===== config.mk =====
export PLATFORM = sky130hd
export DESIGN_NAME = pk_encode_ctrl_flat
export DESIGN_NICKNAME = d
export VERILOG_FILES = /design/src/rtl/pk_encode_ctrl_if.sv /design/src/rtl/pk_encode_ctrl.sv /design/src/flat_wrapper.sv
export SDC_FILE = /design/constraint.sdc
export NUM_CORES = 1
export LEC_CHECK = 0
export ABC_AREA = 1
export ABC_CLOCK_PERIOD_IN_PS = 5900
export BUFFER_PORTS_ARGS = -buffer_cell sky130_fd_sc_hd__buf_4
export CAP_MARGIN = 5
export CORE_AREA = 3 3 123 184
export CTS_CLUSTER_SIZE = 8
export DETAILED_ROUTE_END_ITERATION = 16
export DIE_AREA = 0 0 126 187
export PLACE_DENSITY = 0.77
export RECOVER_POWER = 50
export SETUP_SLACK_MARGIN = 0.05
export SYNTH_ARGS = -nofsm -noshare
export SYNTH_HDL_FRONTEND = slang
export SYNTH_SLANG_ARGS = --single-unit

===== constraint.sdc =====
create_clock -name clk -period 5.9 [get_ports clk]
set_input_delay 0.885 -clock clk [delete_from_list [all_inputs] [get_ports clk]]
set_output_delay 0.885 -clock clk [all_outputs]
set_load 0.05 [all_outputs]

===== src/rtl/pk_encode_ctrl_if.sv =====
// Output word stream from the public-key encode controller
// to the byte packer (valid/ready, head-of-buffer tags).
interface pk_encode_ctrl_if #(
  parameter int POLY_WORD_WIDTH = 96
);
  logic                       out_valid;
  logic                       out_ready;
  logic [POLY_WORD_WIDTH-1:0] out_data;
  logic                       out_is_rho;
  logic                       out_last;

  modport master (
    output out_valid,
    output out_data,
    output out_is_rho,
    output out_last,
    input  out_ready
  );

  modport slave (
    input  out_valid,
    input  out_data,
    input  out_is_rho,
    input  out_last,
    output out_ready
  );
endinterface


===== src/rtl/pk_encode_ctrl.sv =====
// Streams rho then t1 RAM words to the packer through a
// credit-limited 2-entry buffer with a bypass for in-flight data.
module pk_encode_ctrl #(
  parameter int  K               = 8,
  parameter int  N               = 256,
  parameter int  COEFF_PER_WORD  = 4,
  parameter int  WORD_WIDTH      = 64,
  parameter int  POLY_WORD_WIDTH = 96,
  parameter int  RHO_WORDS       = 4,
  localparam int T1_WORDS        = K * N / COEFF_PER_WORD,
  localparam int T1_ADDR_WIDTH   = $clog2(T1_WORDS),
  localparam int RHO_ADDR_WIDTH  = $clog2(RHO_WORDS)
) (
  input  logic                       clk,
  input  logic                       rst,
  input  logic                       start,
  input  logic                       abort,
  output logic                       busy,
  output logic                       done,
  output logic                       rho_en,
  output logic [RHO_ADDR_WIDTH-1:0]  rho_addr,
  input  logic [WORD_WIDTH-1:0]      rho_dout,
  output logic                       t1_en,
  output logic [T1_ADDR_WIDTH-1:0]   t1_addr,
  input  logic [POLY_WORD_WIDTH-1:0] t1_dout,
  pk_encode_ctrl_if.master           out
);

  localparam logic [RHO_ADDR_WIDTH-1:0] RHO_LAST =
    RHO_ADDR_WIDTH'(RHO_WORDS - 1);
  localparam logic [T1_ADDR_WIDTH-1:0] T1_LAST =
    T1_ADDR_WIDTH'(T1_WORDS - 1);

  typedef enum logic [1:0] {
    S_IDLE,
    S_RHO,
    S_T1,
    S_DRAIN
  } state_t;

  state_t state_q, state_d;

  logic [RHO_ADDR_WIDTH-1:0] rho_cnt_q;
  logic [T1_ADDR_WIDTH-1:0]  t1_cnt_q;

  logic infl_q;
  logic infl_rho_q;
  logic infl_last_q;

  logic [POLY_WORD_WIDTH-1:0] buf_data_q [2];
  logic                       buf_rho_q  [2];
  logic                       buf_last_q [2];
  logic                       rd_ptr_q;
  logic                       wr_ptr_q;
  logic [1:0]                 cnt_q;

  logic                       active;
  logic                       kill;
  logic                       buf_nonempty;
  logic                       valid;
  logic                       pop;
  logic                       pop_buf;
  logic                       push;
  logic [2:0]                 occ_next;
  logic                       credit;
  logic                       last_issue;
  logic [POLY_WORD_WIDTH-1:0] in_data;
  logic [POLY_WORD_WIDTH-1:0] head_data;
  logic                       head_rho;
  logic                       head_last;

  // Credit, handshake and read-issue decode.
  always_comb begin
    active       = (state_q != S_IDLE);
    kill         = abort && active;
    buf_nonempty = (cnt_q != 2'd0);
    valid        = buf_nonempty || infl_q;
    pop          = valid && out.out_ready;
    pop_buf      = pop && buf_nonempty;
    push         = infl_q && !(pop && !buf_nonempty) && !kill;
    occ_next     = 3'(cnt_q) + 3'(infl_q) - 3'(pop);
    credit       = (occ_next < 3'd2);
    rho_en       = (state_q == S_RHO) && credit && !kill;
    t1_en        = (state_q == S_T1) && credit && !kill;
    rho_addr     = rho_cnt_q;
    t1_addr      = t1_cnt_q;
    last_issue   = t1_en && (t1_cnt_q == T1_LAST);
    busy         = active;
  end

  // Head of stream: buffer entry, else the word landing now.
  always_comb begin
    in_data = infl_rho_q ? POLY_WORD_WIDTH'(rho_dout)
                         : t1_dout;
    if (buf_nonempty) begin
      head_data = buf_data_q[rd_ptr_q];
      head_rho  = buf_rho_q[rd_ptr_q];
      head_last = buf_last_q[rd_ptr_q];
    end else begin
      head_data = in_data;
      head_rho  = infl_rho_q;
      head_last = infl_last_q;
    end
    out.out_valid  = valid;
    out.out_data   = valid ? head_data : '0;
    out.out_is_rho = valid && head_rho;
    out.out_last   = valid && head_last;
  end

  // Next-state and done decode; abort overrides everything.
  always_comb begin
    state_d = state_q;
    done    = 1'b0;
    if (kill) begin
      state_d = S_IDLE;
    end else begin
      unique case (state_q)
        S_IDLE: begin
          if (start) state_d = S_RHO;
        end
        S_RHO: begin
          if (rho_en && rho_cnt_q == RHO_LAST)
            state_d = S_T1;
        end
        S_T1: begin
          if (last_issue) state_d = S_DRAIN;
        end
        S_DRAIN: begin
          if (!buf_nonempty && !infl_q) begin
            done    = 1'b1;
            state_d = S_IDLE;
          end
        end
        default: state_d = S_IDLE;
      endcase
    end
  end

  // State register.
  always_ff @(posedge clk or posedge rst) begin
    if (rst) state_q <= S_IDLE;
    else     state_q <= state_d;
  end

  // Read address counters, wrapping back to 0 after the last word.
  always_ff @(posedge clk or posedge rst) begin
    if (rst) begin
      rho_cnt_q <= '0;
      t1_cnt_q  <= '0;
    end else if (kill) begin
      rho_cnt_q <= '0;
      t1_cnt_q  <= '0;
    end else begin
      if (rho_en) begin
        if (rho_cnt_q == RHO_LAST) rho_cnt_q <= '0;
        else rho_cnt_q <= rho_cnt_q + RHO_ADDR_WIDTH'(1);
      end
      if (t1_en) begin
        if (t1_cnt_q == T1_LAST) t1_cnt_q <= '0;
        else t1_cnt_q <= t1_cnt_q + T1_ADDR_WIDTH'(1);
      end
    end
  end

  // In-flight read tracking; tags travel with the RAM latency.
  always_ff @(posedge clk or posedge rst) begin
    if (rst) begin
      infl_q      <= 1'b0;
      infl_rho_q  <= 1'b0;
      infl_last_q <= 1'b0;
    end else if (kill) begin
      infl_q      <= 1'b0;
      infl_rho_q  <= 1'b0;
      infl_last_q <= 1'b0;
    end else begin
      infl_q      <= rho_en || t1_en;
      infl_rho_q  <= rho_en;
      infl_last_q <= last_issue;
    end
  end

  // Buffer pointers and occupancy.
  always_ff @(posedge clk or posedge rst) begin
    if (rst) begin
      rd_ptr_q <= 1'b0;
      wr_ptr_q <= 1'b0;
      cnt_q    <= 2'd0;
    end else if (kill) begin
      rd_ptr_q <= 1'b0;
      wr_ptr_q <= 1'b0;
      cnt_q    <= 2'd0;
    end else begin
      if (pop_buf) rd_ptr_q <= ~rd_ptr_q;
      if (push)    wr_ptr_q <= ~wr_ptr_q;
      cnt_q <= cnt_q + 2'(push) - 2'(pop_buf);
    end
  end

  // Buffer storage; contents are masked by valid so need no reset.
  always_ff @(posedge clk) begin
    if (push) begin
      buf_data_q[wr_ptr_q] <= in_data;
      buf_rho_q[wr_ptr_q]  <= infl_rho_q;
      buf_last_q[wr_ptr_q] <= infl_last_q;
    end
  end

endmodule


===== src/flat_wrapper.sv =====
// flat-port wrapper written by rule: the top's interface ports become plain ports
module pk_encode_ctrl_flat 
#(
  parameter int  K               = 8,
  parameter int  N               = 256,
  parameter int  COEFF_PER_WORD  = 4,
  parameter int  WORD_WIDTH      = 64,
  parameter int  POLY_WORD_WIDTH = 96,
  parameter int  RHO_WORDS       = 4,
  localparam int T1_WORDS        = K * N / COEFF_PER_WORD,
  localparam int T1_ADDR_WIDTH   = $clog2(T1_WORDS),
  localparam int RHO_ADDR_WIDTH  = $clog2(RHO_WORDS)
)
  (clk, rst, start, abort, busy, done, rho_en, rho_addr, rho_dout, t1_en, t1_addr, t1_dout, out_out_valid, out_out_data, out_out_is_rho, out_out_last, out_out_ready);
  pk_encode_ctrl_if #(.POLY_WORD_WIDTH(POLY_WORD_WIDTH)) out_i ();
  input  logic clk;
  input  logic rst;
  input  logic start;
  input  logic abort;
  output logic busy;
  output logic done;
  output logic rho_en;
  output logic [RHO_ADDR_WIDTH-1:0] rho_addr;
  input  logic [WORD_WIDTH-1:0] rho_dout;
  output logic t1_en;
  output logic [T1_ADDR_WIDTH-1:0] t1_addr;
  input  logic [POLY_WORD_WIDTH-1:0] t1_dout;
  output wire logic [$bits(out_i.out_valid)-1:0] out_out_valid;
  output wire logic [$bits(out_i.out_data)-1:0] out_out_data;
  output wire logic [$bits(out_i.out_is_rho)-1:0] out_out_is_rho;
  output wire logic [$bits(out_i.out_last)-1:0] out_out_last;
  input wire logic [$bits(out_i.out_ready)-1:0] out_out_ready;
  assign out_out_valid = out_i.out_valid;
  assign out_out_data = out_i.out_data;
  assign out_out_is_rho = out_i.out_is_rho;
  assign out_out_last = out_i.out_last;
  assign out_i.out_ready = out_out_ready;
  pk_encode_ctrl #(.K(K), .N(N), .COEFF_PER_WORD(COEFF_PER_WORD), .WORD_WIDTH(WORD_WIDTH), .POLY_WORD_WIDTH(POLY_WORD_WIDTH), .RHO_WORDS(RHO_WORDS)) u_core (.clk(clk), .rst(rst), .start(start), .abort(abort), .busy(busy), .done(done), .rho_en(rho_en), .rho_addr(rho_addr), .rho_dout(rho_dout), .t1_en(t1_en), .t1_addr(t1_addr), .t1_dout(t1_dout), .out(out_i));
endmodule

==> flow_summary.ini <==
[critical_path]
regToRegSetupSlack_ps = 1900
worstSetupPathType = flip-flop to output pin
arrival_ps = 3850
crit_chain = nor2_1 -> a21oi_1 -> ha_1 -> or2_2 -> fa_1 -> nand2_2 -> nor2_4 -> nand3_1 -> inv_1 -> buf_4
crit_buf_inv = 2
cp-end-kind = output pin
r2r-start = u_core.cnt_q[1]
startpoint_type = flip-flop
cp_slowest_cell = nor2_1
worstPathMaxFanout = 15
cp_top_family = simple AND/OR/NAND/NOR gates
worst_ep_required_time_ps = 5020
max_stage_delay_ps = 830
reg2reg_to = u_core.buf_data_q[0][85]
rr_worst_depth = 7

[global_route]
antenna_found_initial = 0
grt_pass1_vias = 8438
overflow = 0
grt_pass1_wl_um = 42400
grt_max_degree = 101
grtUsageTotal_pct = 21.9

[clocking]
path_clk_slew_ps = 50
ctsHoldBuffers = 0
tritoncts = built
clock_sinks = 216
cts_root_buf = clkbuf_16
htree_levels = 1
clk_latency_ps = 530
cts_resized = 0
numCtsBuffers = 30
postCtsSetupRepairBufs = 0
clk_path_buf_depth = 3

[timing]
fin_tns_setup_ps = 0
max_freq_ghz = 0.211
setup_slack_ps = 1160
whs_ps = 481
final_max_slew_viol_count = 95
min_period_ps = 4740
period_share_pct = 80.3
clock_skew_ps = 8.26
tightest_slew_ps = 2000
rsz0062_at_grt = false
relSlewSlack_pct = -33.3
finalSetupViolations = 0
finalHoldViolCount = 0

[flow_run]
max_cap_viol_count = 2

[yosys]
async_flop_share_pct = 9.26
synth_edf_count = 196
netlist.area_leader.share_pct = 58.1
synthAdderAreaFrac_pct = 1.43
synth_ff_type = edfxtp_1
synth_xor_area_share_pct = 0.432
synth_top_family_by_area = simple AND/OR/NAND/NOR gates
yosysMostFrequentCell = nand2_1
synthesis.area_um2 = 10100
synthDistinctLibCells = 32
synth-seq-cells = 216
synth_area_leaders = edfxtp_1 58%, nand2_1 9.3%, o21ai_0 5.0%
syn_area_per_cell_um2 = 9.86
synthSimpleGateAreaFrac_pct = 18.4
yosysTopAreaCell = edfxtp_1
synth_nets = 1204
syn_inst = 1028
yosysWarnings = 0
synth_compound_area_share_pct = 11.4
seq_area_frac_synth_pct = 63.0
synthTopCellsByCount = 251 x nand2_1, 196 x edfxtp_1, 108 x nor2_1, 101 x o21ai_0, 81 x nand3_1
yosys-mux-area-fraction_pct = 0

[floorplanning]
die_w_um = 126
die_area_um2 = 23600
ios = 279
num_rows = 65
start_util_pct = 47.9
chipHeight_um = 187
core_um2 = 21100

[final_layout]
nets = 1460
syn_to_final_growth_pct = 30.2
drive_gt1_share_pct = 25.4
fill_cells = 1749
n_antenna_cell = 0

[worst_hold_path]
hold_path_end = u_core.buf_last_q[0]
hold_depth = 0
hold_path.class = flip-flop to flip-flop
hp-start = u_core.infl_last_q

[placement]
io_buffers = 278
place_congestion = 0.835
pre_cts_slack_ps = 2040
place_hpwl_um = 17400

[drt]
dr.first_iter.drc_count = 664
drtPass1Iterations = 5
post-route-drc-count = 0
antenna_left = 0
routed_via_density = 5.34
wl_um = 27100
wl_per_cell_um = 17.2
vias = 8413

[status]
violations = max-capacitance violations, max-slew violations
outcome = finished with violations

[power]
total_power_w = 0.00764
irDropWorstVdd_uv = 379
power_density_nw_per_um2 = 579
power_leakage_nw = 5.58
==> where the power goes <==
part           leakage, nW  internal (W)  switching, W
Sequential            2.04       0.00195     0.0000503
Clock                0.412      0.000972      0.000589
Combinational         3.12       0.00102       0.00305
==> cells in the final DEF, fill, tap and decap left out, drive strengths merged <==
cell    synthesis  routed
ha             10      10
edfxtp        196     196
nand4           3       3
o22ai          38      38
xor2            3       3
nor3            1       1
clkinv          0       1
nand3          82      82
fa              1       1
dfrtp          20      20
xnor2           2       2
inv            64      63
or2             1       1
o31ai           1       1
nand2         254     254
clkbuf         28      70
nor2          112     112
buf            38     276
o21ai         168     168
a21oi           4       4
o211ai          2       2
==> area by class of cell <==
type                            instances  area (µm²)  share of cell area, %
Sequential cell                       216        6390                   48.4
Tap cell                              268         335                   2.54
Timing Repair Buffer                  290        2150                   16.3
Inverter                               64         244                   1.85
Multi-Input combinational cell        682        3210                   24.3
Clock buffer                           56         870                   6.59
==> cells by family after synthesis <==
| kind of cell | Yosys count |
|---|---|
| xor+xnor | 5 |
| compound gates | 213 |
| flops | 216 |
| fa+ha+maj | 11 |
| buf+inv | 130 |
| simple gates | 453 |
==> worst max path at each step <==
| stage | startpoint | end | slack, ps | cells past startpoint |
|---|---|---|---|---|
| after floorplan | abort | u_core.buf_data_q[1][0] | 1590 | 5 |
| after global placement | out_out_ready | rho_en | 2100 | 11 |
| after detailed placement | out_out_ready | rho_en | 2040 | 11 |
| after CTS | u_core.cnt_q[1] | rho_en | 1670 | 10 |
| after global routing | u_core.cnt_q[1] | rho_en | 930 | 10 |
| final | u_core.cnt_q[1] | rho_en | 1160 | 10 |
==> state kept, by name, indices dropped and copies added, names as in the netlist <==
register	cells
u_core.wr_ptr_q	1
u_core.rd_ptr_q	1
u_core.infl_last_q	1
u_core.state_q	2
u_core.infl_q	1
u_core.buf_rho_q	2
u_core.infl_rho_q	1
u_core.rho_addr	2
u_core.cnt_q	2
u_core.t1_addr	9
u_core.buf_data_q	192
u_core.buf_last_q	2
==> through the flow <==
stage / utilization [%] / cells / instance area (µm²)
global route: 62.4 / 1576 / 13200
floorplan: - / 1028 / 10100
CTS: 62.6 / 1575 / 13200
detailed placement: 58.5 / 1519 / 12400
global placement: 58.5 / 1519 / 12400
finish: 62.4 / 1576 / 13200
==> layer usage <==
metal / track usage (%) / routed length (µm)
met1: 25.7 / 10400
met5: 0 / 0
met2: 40.3 / 14400
met3: 3.29 / 1530
met4: 7.56 / 728
Note: power is estimated with default switching activity, not from simulation.
